`config.mk`:
```
export PLATFORM = sky130hd
export DESIGN_NAME = host_boot_streamer_flat
export DESIGN_NICKNAME = d
export VERILOG_FILES = /design/src/rtl/host_boot_streamer_if.sv /design/src/rtl/host_boot_streamer.sv /design/src/flat_wrapper.sv
export SDC_FILE = /design/constraint.sdc
export NUM_CORES = 1
export LEC_CHECK = 0
export ABC_CLOCK_PERIOD_IN_PS = 1970
export BUFFER_PORTS_ARGS = -buffer_cell sky130_fd_sc_hd__buf_4
export CAP_MARGIN = 10
export CORE_UTILIZATION = 54
export CTS_CLUSTER_SIZE = 12
export DETAILED_ROUTE_END_ITERATION = 6
export PLACE_DENSITY = 0.9
export SLEW_MARGIN = 20
export SYNTH_ARGS = -nofsm -noshare
export SYNTH_HDL_FRONTEND = slang
export SYNTH_SLANG_ARGS = --single-unit
```
`constraint.sdc`:
```
create_clock -name clk -period 1.97 [get_ports clk]
set_clock_uncertainty 0.1 [all_clocks]
set_input_delay 0.394 -clock clk [delete_from_list [all_inputs] [get_ports clk]]
set_output_delay 0.394 -clock clk [all_outputs]
set_load 0.02 [all_outputs]
```
`src/rtl/host_boot_streamer_if.sv`:
```
// Boot-load bundle between the host file reader, the streamer and the core-side bootloader.
// With BOOT_CHECKSUM_EN defined the bundle also carries boot_checksum.
interface host_boot_streamer_if;
  logic        start;
  logic [7:0]  byte_in;
  logic        byte_valid;
  logic        byte_ready;
  logic [31:0] host_bootdata;
  logic        host_bootdata_req;
  logic        host_bootdata_ack;
  logic        host_rom_initialised;
  logic        busy;
`ifdef BOOT_CHECKSUM_EN
  logic [31:0] boot_checksum;
`endif

  // Streamer side: produces the word stream and status.
  modport master (
    input  start, byte_in, byte_valid, host_bootdata_ack,
    output byte_ready, host_bootdata, host_bootdata_req, host_rom_initialised, busy
`ifdef BOOT_CHECKSUM_EN
    , output boot_checksum
`endif
  );

  // Environment side: host reader plus core bootloader.
  modport slave (
    output start, byte_in, byte_valid, host_bootdata_ack,
    input  byte_ready, host_bootdata, host_bootdata_req, host_rom_initialised, busy
`ifdef BOOT_CHECKSUM_EN
    , input boot_checksum
`endif
  );
endinterface

```
`src/rtl/host_boot_streamer.sv`:
```
// Packs host bytes into 32-bit words and delivers them to the core with a 4-phase req/ack handshake.
// Optional macro BOOT_CHECKSUM_EN adds a running 32-bit sum of all acknowledged words.
module host_boot_streamer #(
  parameter int ROM_BYTES = 49152,
  parameter int WCNT_W    = 14
) (
  input  logic clk,
  input  logic reset,
  host_boot_streamer_if.master bs
);

  localparam logic [WCNT_W-1:0] WORDS = WCNT_W'(ROM_BYTES / 4);

  typedef enum logic [2:0] {
    IDLE,
    FILL,
    REQ,
    WAIT_ACK_LOW,
    DONE
  } state_t;

  state_t            state_q;
  logic [31:0]       data_q;
  logic [1:0]        bcnt_q;
  logic [WCNT_W-1:0] wcnt_q;
  logic              byte_ready_q;
  logic              req_q;
  logic              init_q;
  logic              busy_q;
`ifdef BOOT_CHECKSUM_EN
  logic [31:0]       csum_q;
`endif

  always_ff @(posedge clk) begin
    if (reset) begin
      state_q      <= IDLE;
      data_q       <= '0;
      bcnt_q       <= '0;
      wcnt_q       <= '0;
      byte_ready_q <= 1'b0;
      req_q        <= 1'b0;
      init_q       <= 1'b0;
      busy_q       <= 1'b0;
`ifdef BOOT_CHECKSUM_EN
      csum_q       <= '0;
`endif
    end else begin
      case (state_q)
        IDLE, DONE: begin
          if (bs.start) begin
            state_q      <= FILL;
            bcnt_q       <= '0;
            wcnt_q       <= '0;
            init_q       <= 1'b0;
            byte_ready_q <= 1'b1;
            busy_q       <= 1'b1;
`ifdef BOOT_CHECKSUM_EN
            csum_q       <= '0;
`endif
          end
        end
        FILL: begin
          if (bs.byte_valid && byte_ready_q) begin
            data_q <= {data_q[23:0], bs.byte_in};
            bcnt_q <= bcnt_q + 2'd1;
            // Fourth byte completes the word; stop accepting before any fifth byte.
            if (bcnt_q == 2'd3) begin
              state_q      <= REQ;
              req_q        <= 1'b1;
              byte_ready_q <= 1'b0;
            end
          end
        end
        REQ: begin
          if (bs.host_bootdata_ack) begin
            state_q <= WAIT_ACK_LOW;
            req_q   <= 1'b0;
            wcnt_q  <= wcnt_q + 1'b1;
`ifdef BOOT_CHECKSUM_EN
            csum_q  <= csum_q + data_q;
`endif
          end
        end
        WAIT_ACK_LOW: begin
          // Strict 4-phase: the next word is not offered until ack has returned low.
          if (!bs.host_bootdata_ack) begin
            if (wcnt_q == WORDS) begin
              state_q <= DONE;
              init_q  <= 1'b1;
              busy_q  <= 1'b0;
            end else begin
              state_q      <= FILL;
              byte_ready_q <= 1'b1;
            end
          end
        end
        default: begin
          state_q      <= IDLE;
          byte_ready_q <= 1'b0;
          req_q        <= 1'b0;
          busy_q       <= 1'b0;
        end
      endcase
    end
  end

  assign bs.byte_ready           = byte_ready_q;
  assign bs.host_bootdata        = data_q;
  assign bs.host_bootdata_req    = req_q;
  assign bs.host_rom_initialised = init_q;
  assign bs.busy                 = busy_q;
`ifdef BOOT_CHECKSUM_EN
  assign bs.boot_checksum        = csum_q;
`endif

endmodule

```
`src/flat_wrapper.sv`:
```
// flat-port wrapper written by rule: the top's interface ports become plain ports
module host_boot_streamer_flat 
#(
  parameter int ROM_BYTES = 49152,
  parameter int WCNT_W    = 14
)
  (clk, reset, bs_start, bs_byte_in, bs_byte_valid, bs_host_bootdata_ack, bs_byte_ready, bs_host_bootdata, bs_host_bootdata_req, bs_host_rom_initialised, bs_busy);
  host_boot_streamer_if bs_i ();
  input  logic clk;
  input  logic reset;
  input wire logic [$bits(bs_i.start)-1:0] bs_start;
  input wire logic [$bits(bs_i.byte_in)-1:0] bs_byte_in;
  input wire logic [$bits(bs_i.byte_valid)-1:0] bs_byte_valid;
  input wire logic [$bits(bs_i.host_bootdata_ack)-1:0] bs_host_bootdata_ack;
  output wire logic [$bits(bs_i.byte_ready)-1:0] bs_byte_ready;
  output wire logic [$bits(bs_i.host_bootdata)-1:0] bs_host_bootdata;
  output wire logic [$bits(bs_i.host_bootdata_req)-1:0] bs_host_bootdata_req;
  output wire logic [$bits(bs_i.host_rom_initialised)-1:0] bs_host_rom_initialised;
  output wire logic [$bits(bs_i.busy)-1:0] bs_busy;
  assign bs_i.start = bs_start;
  assign bs_i.byte_in = bs_byte_in;
  assign bs_i.byte_valid = bs_byte_valid;
  assign bs_i.host_bootdata_ack = bs_host_bootdata_ack;
  assign bs_byte_ready = bs_i.byte_ready;
  assign bs_host_bootdata = bs_i.host_bootdata;
  assign bs_host_bootdata_req = bs_i.host_bootdata_req;
  assign bs_host_rom_initialised = bs_i.host_rom_initialised;
  assign bs_busy = bs_i.busy;
  host_boot_streamer #(.ROM_BYTES(ROM_BYTES), .WCNT_W(WCNT_W)) u_core (.clk(clk), .reset(reset), .bs(bs_i));
endmodule
```
After elaboration in Yosys (flattened, before gate mapping)
Cells that the tools add are included.
- add/subtract/negate cells: 2
- reductions and logical operators: 16
- equality and inequality tests: 13
- multiplexer cells: 30
- bitwise gates (word level): 3
- operators by type and width (operator ; number):
    $mux 14 ; 2
    $pmux 14 s2 ; 1
    $mux 3 ; 6
    $add 14x1->14 const B ; 1
    $eq 14x14->1 const B ; 1
    $mux 1 ; 13
    $pmux 3 s4 ; 1
    $reduce_and 4->1 ; 3
    $ne 2x2->1 const B ; 4
    $eq 3x2->1 const B ; 2
    $ne 2x1->1 const B ; 3
    $pmux 1 s3 ; 2
    $reduce_and 3->1 ; 2
    $reduce_and 6->1 ; 1
    $reduce_bool 2->1 ; 3
    $reduce_and 5->1 ; 1
    $mux 2 ; 2
    $pmux 1 s4 ; 1
    $pmux 2 s2 ; 1
    $reduce_or 2->1 ; 2
    $eq 3x1->1 const B ; 1
    $eq 3x3->1 const B ; 1
    $logic_not 3->1 ; 1
    $not 1->1 ; 3
    other kinds (6) ; 6
- register bits after elaboration: 55
- output and inout bits: 36
- word-level logic and storage cells: 72
- input port bits: 13

Logic depth before layout (Yosys ltp)
- depth in word-level cells: 4
- gate-level depth with buffers: 6
- depth with buffers taken out: 6

Worst setup path before layout
No wires, ideal clock.
- path kind: register to register
- start point: register u_core.byte_ready_q (netlist: u_core.bs.byte_ready)
- end point: register u_core.state_q[2]
- library setup time: 0.070 ns
- arrival time: 1.506 ns
- data required time: 1.800 ns
- period minus slack after synthesis: 1.676 ns
- path buffers: 0
- slack: 0.294 ns
- stages on the path, launching flop included: 5
- cell sequence: dfxtp_1 > nand3_1 > a211o_1 > or4_1 > a21oi_1
- cells in the longest elaborated chain, start to end: 3
- ends and longest elaborated chain (item ; RTL line ; RTL):
    start: declaration ; host_boot_streamer.sv:26 ; logic byte_ready_q;
    start signal: assignment ; host_boot_streamer.sv:40 ; byte_ready_q <= 1'b0;
    start signal: assignment ; host_boot_streamer.sv:55 ; byte_ready_q <= 1'b1;
    start signal: assignment ; host_boot_streamer.sv:70 ; byte_ready_q <= 1'b0;
    $logic_and 1x1->1 ; host_boot_streamer.sv:63 ; if (bs.byte_valid && byte_ready_q) begin
    $ne 2x1->1 (no line) ; n/a ;
    $reduce_and 5->1 (no line) ; n/a ;
    end signal: assignment ; host_boot_streamer.sv:68 ; state_q <= REQ;
    end signal: assignment ; host_boot_streamer.sv:76 ; state_q <= WAIT_ACK_LOW;
    end signal: assignment ; host_boot_streamer.sv:88 ; state_q <= DONE;
    end: declaration ; host_boot_streamer.sv:22 ; state_t state_q;
No other way between the ends.
A chain may end at the register's enable or synchronous reset.

Final worst setup path
- start point: register u_core.state_q[0]
- end point: register u_core.bcnt_q[1]
- cells in the longest elaborated chain, start to end: 4
- ends and longest elaborated chain (item ; RTL line ; RTL):
    start signal: assignment ; host_boot_streamer.sv:36 ; state_q <= IDLE;
    start signal: assignment ; host_boot_streamer.sv:51 ; state_q <= FILL;
    start signal: assignment ; host_boot_streamer.sv:68 ;
    $eq 3x3->1 / $logic_not 3->1 (equally long branches) ; host_boot_streamer.sv:48 ; case (state_q)
    $reduce_or 2->1 ; host_boot_streamer.sv:48 ;
    $ne 2x2->1 (no line) / $reduce_bool 2->1 (equally long branches) ; n/a ;
    $reduce_and 3->1 (no line) ; n/a ;
    end signal: assignment ; host_boot_streamer.sv:65 ; bcnt_q <= bcnt_q + 2'd1;
    end: declaration ; host_boot_streamer.sv:24 ; logic [1:0] bcnt_q;
Parallel ways exist; a longest one is shown, timed or not.

==> flow_metrics.py <==
metrics = {
    "clock_network": {
        "clock_latency_ns": 0.31,
        "htree_levels": 2,
        "clockRootBuffer": "clkbuf_8",
        "cts-buffers-inserted": 5,
        "cts_buffer_depth": 2,
        "cts_tree": "done",
        "cts.sinks": 55,
        "post_cts_buffers": 0,
        "path_clk_slew_ns": 0.11,
    },
    "yosys": {
        "yosysMostFrequentCell": "nand2_1",
        "synthTopCellsByArea": "dfxtp_1 (47%), nand2_1 (11%), a21oi_1 (8.3%)",
        "synthAdderAreaFrac_pct": 1.59,
        "ys_warn_count": 0,
        "synth_compound_area_share_pct": 17.4,
        "synth-seq-cells": 55,
        "synth.largest_area_cell": "dfxtp_1",
        "yosys-top-cells-count": "nand2_1 (69), dfxtp_1 (55), a21oi_1 (39)",
        "synth-simple-area-share_pct": 25.0,
        "synth_top_family_by_area": "simple AND/OR/NAND/NOR gates",
        "synthMuxAreaShare_pct": 0.904,
        "synth_edf_count": 0,
        "syn_avg_cell_area_sq_um": 8.41,
        "synth.top_cell.area_share_pct": 46.8,
        "syn_area_sq_um": 2350,
        "yosysSeqAreaShare_pct": 46.8,
        "synth_cell_type_count": 43,
        "syn_nets": 296,
        "ys.flop_type": "dfxtp_1",
        "netlist_instances": 280,
        "async_flop_share_pct": 0,
        "synth_xor_area_share_pct": 4.09,
    },
    "critical_path": {
        "crit_top_cell": "nand3_1",
        "required_ns": 2.06,
        "cp.arrival_ns": 1.92,
        "regToRegStartpoint": "u_core.state_q[0]$_SDFFE_PP0P_",
        "cp-end-kind": "flip-flop",
        "r2r_setup_slack_ns": 0.14,
        "slowest_stage": "dfxtp_1",
        "cpLargestDelayFamily": "simple AND/OR/NAND/NOR gates",
        "crit_buf_inv": 1,
        "cp-startpoint": "u_core.state_q[0]$_SDFFE_PP0P_",
        "worstSetupPathType": "reg2reg",
        "cp_max_fo": 28,
        "cp_slowest_stage_delay_ns": 0.51,
        "start_kind": "flip-flop",
        "path_cells": "nor3b_2, nand3_1, buf_12, nand3_1, a21oi_1",
    },
    "final_layout": {
        "antenna_cells": 0,
        "design_area_sq_um": 2870,
        "fin_util_pct": 70.1,
        "synthToLayoutAreaGrowth_pct": 21.7,
        "post_route_cells_drive_above_1_share_pct": 22.2,
        "fin_nets": 340,
    },
    "timing": {
        "timing.final.crit_share_pct": 93.1,
        "fin_crit_ns": 1.83,
        "slew_violations": 0,
        "finalHoldViolCount": 0,
        "clock.fmax_ghz": 0.545,
        "relSlewSlack_pct": 70.6,
        "finalSetupViolations": 0,
        "fin_tns_setup_ns": 0,
        "tightestPinTransition_ns": 0.441,
    },
    "grt": {
        "grt_max_degree": 45,
        "grt_use_total_pct": 21.8,
        "antenna_found_initial": 0,
        "grt_pass1_vias": 1691,
        "grt_overflow": 0,
        "grt_pass1_wl_mm": 7.67,
    },
    "routing": {
        "drc_errors": 0,
        "drtPass1Iterations": 4,
        "drtIter0Drc": 191,
        "detailroute.via_count": 2039,
        "wirelength_mm": 4.92,
        "viasPerCell": 5.44,
        "detail_route.wl_per_cell_um": 13.1,
        "antenna_left": 0,
    },
    "floorplanning": {
        "placementRows": 23,
        "start_util_pct": 57.6,
        "boundaryPins": 49,
        "die_h_um": 68.0,
        "fp.coreArea_sq_um": 4090,
        "fp.dieW_um": 68.0,
        "fp.dieArea_sq_um": 4630,
    },
    "power_and_ir_drop": {
        "peakVddDrop_mv": 0.520,
        "power.density_nw_per_um2": 732,
        "leakagePower_nw": 1.05,
    },
    "place": {
        "place.gp.congestion": 0.854,
        "hpwl_mm": 3.31,
        "numPortBuffers": 48,
        "postPlaceCellArea_sq_um": 2770,
    },
    "status": {
        "outcome": "finished, final reports clean",
    },
    "hold_path": {
        "hold_class": "in2reg",
        "hp-start": "bs_byte_in[4]",
    },
    "job": {
        "maxCapViolCount": 0,
    },
}
-- placed cells by master, fill, tap and decap left out, types with 2 or more instances in the layout --
master	netlist	layout
a2111oi_4	2	2
ha_1	3	3
nand4_1	3	3
a211oi_1	3	3
nor3_1	4	4
dfxtp_2	0	2
nor4b_1	2	2
nor3b_1	2	2
buf_12	0	2
nor2b_1	2	2
o2111ai_1	4	4
and4_1	2	2
o21ai_0	5	5
buf_4	1	53
nand3_1	5	5
xor2_1	8	8
o211ai_1	4	4
xnor2_1	3	3
nand2_1	69	69
dfxtp_1	55	53
or3_1	2	2
clkbuf_8	0	5
inv_1	3	3
a21oi_1	39	39
nor2_1	21	21
a22oi_1	3	3
and3_1	3	3
-- routing by layer --
layer | track usage (%) | up-vias | wire [um]
li1 | - | 1053 | -
met1 | 28.1 | 925 | 2320
met2 | 34.6 | 57 | 2320
met3 | 5.33 | 4 | 241
met4 | 8.85 | 0 | 43
met5 | 0 | - | 0
-- per-stage QoR --
stage                     hold slack, ns  total power, mW  setup slack [ns]  instances
after floorplan                    0.352             1.37             0.294        280
after global placement             0.343             1.46             0.162        367
after detailed placement           0.348             1.46             0.116        367
after CTS                          0.203             2.11            0.0556        375
after global routing               0.212             2.19         -0.000963        375
final                              0.212             2.10             0.137        375
-- logic make-up after synthesis --
kind of cell	after synthesis
AO/OA/AOI/OAI	63
XOR/XNOR	11
adder cells (fa/ha/maj)	3
buffers and inverters	21
flip-flops	55
multiplexers	2
AND/OR/NAND/NOR	125
-- flip-flops by register name (all words and copies together), names as in the netlist --
name                            cells
u_core.bs.host_bootdata            32
u_core.wcnt_q                      14
u_core.state_q                      3
u_core.bcnt_q                       2
u_core.bs.busy                      1
u_core.bs.byte_ready                1
u_core.bs.host_bootdata_req         1
u_core.bs.host_rom_initialised      1
-- power breakdown --
group / internal (mW) / switching, mW / total (mW)
logic: 0.114 / 0.156 / 0.270
clock network: 0.264 / 0.389 / 0.653
registers: 1.14 / 0.0348 / 1.17
-- what timing repair did --
item	CTS	global route
endpoints found under the setup margin	0	2
hold buffers	0	0
endpoints found under the hold margin	0	0
gates resized for setup	0	2
-- cell type report --
class | count | area (sq um)
Clock inverter | 3 | 27.5
Clock buffer | 5 | 68.8
Timing Repair Buffer | 55 | 438
Fill cell | 311 | 1220
Sequential cell | 55 | 1100
Inverter | 3 | 11.3
Multi-Input combinational cell | 204 | 1150
Tap cell | 50 | 62.6
-- worst paths after layout --
| kind | cells past startpoint | to |
|---|---|---|
| setup / recovery | 5 | u_core.bcnt_q[1]$_SDFFE_PP0P_ |
| hold / removal | 3 | u_core.bs.host_bootdata[4]$_SDFFE_PP0P_ |
| setup reg to reg | 5 | u_core.bcnt_q[1]$_SDFFE_PP0P_ |
| hold reg to reg | 2 | u_core.bs.host_bootdata[28]$_SDFFE_PP0P_ |
-- tightest hold or removal path: cells and delay by family --
family	cells	cell delay, ns
buffers and inverters	1	0.10
AO/OA/AOI/OAI	1	0.05
AND/OR/NAND/NOR	1	0.04
Power figures use the tool's default switching activity.
